$ cat src/rtl/bcd_pkg.sv
// -----------------------------------------------------------------------------
// bcd_pkg
//   Shared definitions for the BCD down counter.
//   - bcd_digit_t : one 4-bit BCD digit
//   - BCD_MAX     : largest legal digit value (9)
//   - BCD_ZERO    : digit value zero
//   - bcd_dec()   : per-digit decrement, including recovery from illegal
//                   codes 10..15
// -----------------------------------------------------------------------------
package bcd_pkg;

  typedef logic [3:0] bcd_digit_t;

  localparam bcd_digit_t BCD_MAX  = 4'd9;
  localparam bcd_digit_t BCD_ZERO = 4'd0;

  // Decrement one digit. A zero digit takes the supplied wrap value, which is
  // either 9 or the reload digit. Illegal codes 10..15 always recover to 9.
  function automatic bcd_digit_t bcd_dec(input bcd_digit_t value,
                                         input bcd_digit_t wrap);
    bcd_digit_t result;
    if (value == BCD_ZERO) begin
      result = wrap;
    end else if (value > BCD_MAX) begin
      result = BCD_MAX;
    end else begin
      result = value - 4'd1;
    end
    return result;
  endfunction

endpackage

$ cat src/rtl/bcd_down_digit.sv
// -----------------------------------------------------------------------------
// bcd_down_digit
//   A single BCD digit register with asynchronous clear, synchronous load and
//   a step (decrement) enable.
//
//   Ports:
//     CLK        - rising-edge clock
//     CDN        - asynchronous active-low clear (digit goes to 0)
//     load       - synchronous load, wins over step
//     load_value - digit value loaded when load is high (unchecked)
//     step       - decrement this digit on the next edge
//     wrap_value - value taken when stepping from 0
//     digit      - registered digit value
//     is_zero    - digit equals 0 (illegal codes count as nonzero)
// -----------------------------------------------------------------------------
module bcd_down_digit
  import bcd_pkg::*;
(
  input  logic       CLK,
  input  logic       CDN,
  input  logic       load,
  input  bcd_digit_t load_value,
  input  logic       step,
  input  bcd_digit_t wrap_value,
  output bcd_digit_t digit,
  output logic       is_zero
);

  bcd_digit_t digit_reg;

  always_ff @(posedge CLK or negedge CDN) begin
    if (!CDN) begin
      digit_reg <= BCD_ZERO;
    end else if (load) begin
      digit_reg <= load_value;
    end else if (step) begin
      digit_reg <= bcd_dec(digit_reg, wrap_value);
    end
  end

  assign digit   = digit_reg;
  assign is_zero = (digit_reg == BCD_ZERO);

endmodule

$ cat src/rtl/bcd_down_counter.sv
// -----------------------------------------------------------------------------
// bcd_down_counter
//   Cascadable N-digit decade (BCD) down counter with parallel load, count
//   enable, terminal count and asynchronous active-low clear.
//
//   Build option: define BCD_DOWN_RELOAD_EN to add a reload register. The
//   register captures D on every load, and an enabled count from all-zero
//   then reloads it instead of wrapping to all-nines. Ports are identical in
//   both builds.
//
//   Parameters:
//     DIGITS - number of BCD digits, 1..8
//   Ports:
//     CLK  - rising-edge clock
//     CDN  - asynchronous active-low clear (Q and reload register go to 0)
//     LD   - synchronous parallel load, highest synchronous priority
//     EN   - count enable, decrement by one per clock
//     D    - load data, digit k in bits 4k+3..4k, digit 0 least significant
//     Q    - registered count, same packing as D
//     ZERO - Q is all zeros (combinational)
//     TC   - EN & ZERO (combinational), feeds EN of the next stage
// -----------------------------------------------------------------------------
module bcd_down_counter
  import bcd_pkg::*;
#(
  parameter int DIGITS = 4
) (
  input  logic                  CLK,
  input  logic                  CDN,
  input  logic                  LD,
  input  logic                  EN,
  input  logic [4*DIGITS-1:0]   D,
  output logic [4*DIGITS-1:0]   Q,
  output logic                  ZERO,
  output logic                  TC
);

  logic [DIGITS-1:0]   is_zero;
  logic [DIGITS:0]     borrow;     // borrow[k]: digits 0..k-1 are all zero
  logic [DIGITS-1:0]   step;
  logic [4*DIGITS-1:0] all_nines;
  logic [4*DIGITS-1:0] wrap_bus;

  assign borrow[0] = 1'b1;

  genvar gi;
  generate
    for (gi = 0; gi < DIGITS; gi++) begin : g_digit
      assign borrow[gi+1]           = borrow[gi] & is_zero[gi];
      assign step[gi]               = EN & borrow[gi];
      assign all_nines[4*gi +: 4]   = BCD_MAX;

      bcd_down_digit u_digit (
        .CLK        (CLK),
        .CDN        (CDN),
        .load       (LD),
        .load_value (D[4*gi +: 4]),
        .step       (step[gi]),
        .wrap_value (wrap_bus[4*gi +: 4]),
        .digit      (Q[4*gi +: 4]),
        .is_zero    (is_zero[gi])
      );
    end
  endgenerate

  // The end of the borrow chain is exactly "every digit is zero".
  assign ZERO = borrow[DIGITS];
  assign TC   = EN & ZERO;

`ifdef BCD_DOWN_RELOAD_EN
  logic [4*DIGITS-1:0] reload_reg;

  always_ff @(posedge CLK or negedge CDN) begin
    if (!CDN) begin
      reload_reg <= '0;
    end else if (LD) begin
      reload_reg <= D;
    end
  end

  // Only a full-counter underflow reloads; a single digit borrowing out of 0
  // while higher digits are nonzero still goes to 9. When Q is all zero every
  // digit steps, so each digit picks up its own reload digit.
  assign wrap_bus = ZERO ? reload_reg : all_nines;
`else
  assign wrap_bus = all_nines;
`endif

endmodule

$ cat config.mk
export PLATFORM = sky130hd
export DESIGN_NAME = bcd_down_counter
export DESIGN_NICKNAME = d
export VERILOG_FILES = /design/src/rtl/bcd_pkg.sv /design/src/rtl/bcd_down_digit.sv /design/src/rtl/bcd_down_counter.sv
export SDC_FILE = /design/constraint.sdc
export NUM_CORES = 1
export LEC_CHECK = 0
export BUFFER_PORTS_ARGS = -buffer_cell sky130_fd_sc_hd__buf_4
export CAP_MARGIN = 30
export CORE_MARGIN = 1.5
export CORE_UTILIZATION = 24
export CTS_BUF_LIST = sky130_fd_sc_hd__clkbuf_16
export CTS_CLUSTER_SIZE = 30
export DETAILED_ROUTE_END_ITERATION = 10
export GPL_TIMING_DRIVEN = 0
export PLACE_DENSITY = 0.46
export SLEW_MARGIN = 10
export SYNTH_ARGS = -nofsm -noshare
export SYNTH_HDL_FRONTEND = slang
export SYNTH_HIERARCHICAL = 1
export SYNTH_SLANG_ARGS = --single-unit
export TNS_END_PERCENT = 50
$ cat constraint.sdc
create_clock -name CLK -period 2.4 [get_ports CLK]
set_clock_uncertainty 0.2 [all_clocks]
set_input_delay 0.48 -clock CLK [delete_from_list [all_inputs] [get_ports CLK]]
set_output_delay 0.48 -clock CLK [all_outputs]
set_load 0.1 [all_outputs]
==> impl_metrics.toml <==
[status]
status = "finished with violations"
violations = "negative setup slack"

[power]
p_leak_uw = 0.000993
power_frac_seq_pct = 28.0
clockPowerShare_pct = 27.1
p_per_area_mw_per_mm2 = 611
power.share.switching_pct = 42.9
power.internal_uw = 725
comb_power_share_pct = 45.0
p_sw_uw = 544
vdd_drop_max_uv = 318

[min_path]
hp-class = "in -> reg"
hold_start = "D[14]"
holdPathStages = 3
hold_end = "g_digit[3].u_digit/digit[2]"

[global_route]
grt_max_degree = 17
grt_util_all_layers_pct = 12.4
grt_pass1_vias = 1302
antenna_found_initial = 0
grt-ovfl-total = 0
grt_pass1_wl_mm = 6.01

[sta]
fin_ws_ns = -0.186
fin_crit_ns = 2.59
report.final.slew_viol_count = 0
rsz0062_at_grt = "true"
fin_crit_sh_pct = 108
hold_violations = 0
final-setup-viol-count = 2
timing.fmax_mhz = 387
holdWs_ns = 0.224

[worst_setup_path]
r2r_slack_ns = 0.06
critical_path_class = "reg -> out"
r2r_end = "g_digit[3].u_digit/digit[3]"
required_ns = 1.72
cp.arrival_ns = 1.91
path_max_fanout = 3
timing.rr.start = "g_digit[0].u_digit/digit[1]"
start_kind = "register"
r2r_cells = 11
cp-end-kind = "primary output"

[place]
place_congestion = 0.748
post-place-ws_ns = -0.162
port_buffers = 36
dp_cells = 277
hpwl_mm = 2.57

[cts]
cts.clk_slew.worst_paths_ns = 0.06
clkLatencyLatePin_ns = 0.25
cts_tree = "yes"
cts_max_path_buffers = 2
htreeDepth = 1
cts_sinks = 16
cts-root-buf = "clkbuf_16"
numCtsBuffers = 3

[yosys]
syn_avg_cell_area_um2 = 8.65
synthCells = 155
synth_cell_type_count = 27
yosys-top-cells-area = "dfrtp_1 30%, ha_1 11%, a21oi_1 7.5%"
seq_area_frac_synth_pct = 29.9
synth_area_mm2 = 0.00134
synth.ff_latch_count = 16
yosysTopAreaCellShare_pct = 29.9
yosysTopAreaCell = "dfrtp_1"
yosys_warnings = 6

[finish]
layout.cells.non_filler = 298
area_delta_synth_final_pct = 54.9
utilization_pct = 38.2
nFillCells = 585
antennaDiodeCount = 0
largest_reg_flops = 16
drive_gt1_share_pct = 43.8
nets = 259

[detailed_routing]
vias = 1299
viasPerCell = 4.36
drt-total-wl_mm = 3.54
routedWlPerCell_um = 11.9
drt-initial-drc-count = 41
firstDrtPassIters = 4
route.antenna.remaining_nets = 0
remaining_drc_errors = 0

[die]
coreArea_mm2 = 0.00544
fp.dieH_um = 77.8
boundaryPins = 38
rows = 27
start_util_pct = 24.7
die_w_um = 77.8
die_area_mm2 = 0.00605

[flow_run]
max_cap_violations = 0
routing by layer:
metal  vias to the layer above  track usage, %  wire length, um  share of wire, %
li1                        679               -                -                 -
met1                       589            17.3             1750                50
met2                        26            19.3             1600                45
met3                         5            3.29              157               4.4
met4                         0            2.18               23              0.65
met5                         -               0                0                 0
Yosys cell counts:
cell type and instances:
a21oi_1 20, dfrtp_1 16, ha_1 12, a211o_1 8, inv_1 8, nand2_1 8
nor2_1 8, nor2b_1 8, nor3_1 8, a31oi_1 4, clkbuf_1 4, inv_2 4
mux2_1 4, nand2b_1 4, nor3b_1 4, o211a_1 4, o21ai_1 4, o21ai_2 4
o21bai_1 4, o31ai_1 4, or3b_4 4, xnor2_1 4, and3_2 2, conb_1 2
and2_4 1, and4_1 1, and4_2 1
cell usage in the layout, fill, tap and decap left out, types with 2 or more instances in the layout:
cell type,count
inv_4,6
conb_1,16
xnor2_1,4
buf_4,50
nor3b_1,4
ha_4,2
a211o_1,8
o21bai_1,4
clkbuf_1,4
inv_2,6
o21ai_1,4
or3b_4,4
o21ai_2,4
dfrtp_4,4
o211a_1,4
a31oi_1,4
nand2b_1,4
buf_12,2
a21oi_1,19
ha_1,10
nor2b_2,2
nor2_1,8
nor2b_1,5
nand2_1,8
nor3_1,8
mux2_1,4
dfrtp_1,3
and4_4,2
clkbuf_16,3
dfrtp_2,9
o31ai_1,4
layout make-up:
class	count	area [um2]	share of cell area, %
clock inverter	1	3.75	0.181
multi-input combinational	137	982	47.3
inverter	12	60.1	2.89
tap	72	90.1	4.33
buffer	4	15.0	0.722
sequential	16	427	20.5
timing repair buffer	53	425	20.5
clock buffer	3	75.1	3.61
cell families (layout without fill, tap and decap cells):
family,Yosys count,in the layout,synth area share (%)
simple gates,49,49,21.8
fa+ha+maj,12,12,11.2
other cells,2,16,0.560
buf+inv,16,73,4.48
compound gates,52,52,26.1
mux,4,4,3.36
flops,16,16,29.9
xor+xnor,4,4,2.61
how the worst max path moves through the flow:
stage                     to  slack, ns                   startpoint  cells past startpoint
after detailed placement  TC      -0.16  g_digit[0].u_digit/digit[1]                      7
after floorplan           TC      -0.17  g_digit[0].u_digit/digit[1]                      6
after CTS                 TC      -0.18  g_digit[0].u_digit/digit[0]                      7
after global placement    TC      -0.17  g_digit[0].u_digit/digit[1]                      7
after global routing      TC      -0.24  g_digit[0].u_digit/digit[1]                      7
final                     TC      -0.19  g_digit[0].u_digit/digit[1]                      7
repair_timing:
action	4_1_cts	5_1_grt
pin swaps	2	3
hold buffers	1	0
endpoints found under the hold margin	16	0
gates resized for setup	13	9
setup endpoints to repair	3	9
buffers inserted	9	7
power groups by stage:
stage          sequential (uW)  clock [uW]  combinational (uW)
3_5_place_dp               364           0                 518
3_3_place_gp               365           0                 519
4_1_cts                    357         349                 551
6_report                   355         344                 571
5_1_grt                    362         361                 613
2_1_floorplan              570           0                 184
critical path, cell delays in order, from the launching register on:
cell,delay [ns]
dfrtp_4,0.49
inv_4,0.07
ha_4,0.12
or3b_4,0.39
inv_4,0.06
and2_4,0.13
and4_4,0.22
buf_12,0.17
per-stage QoR:
stage               TNS, ns  power, uW  cell area [um2]
finish               -0.338       1270             2080
global placement     -0.259        884             1810
CTS                  -0.358       1260             2000
floorplan            -0.281        754             1450
global route         -0.524       1340             2080
detailed placement   -0.228        881             1810
Note: power is estimated with default switching activity, not from simulation.
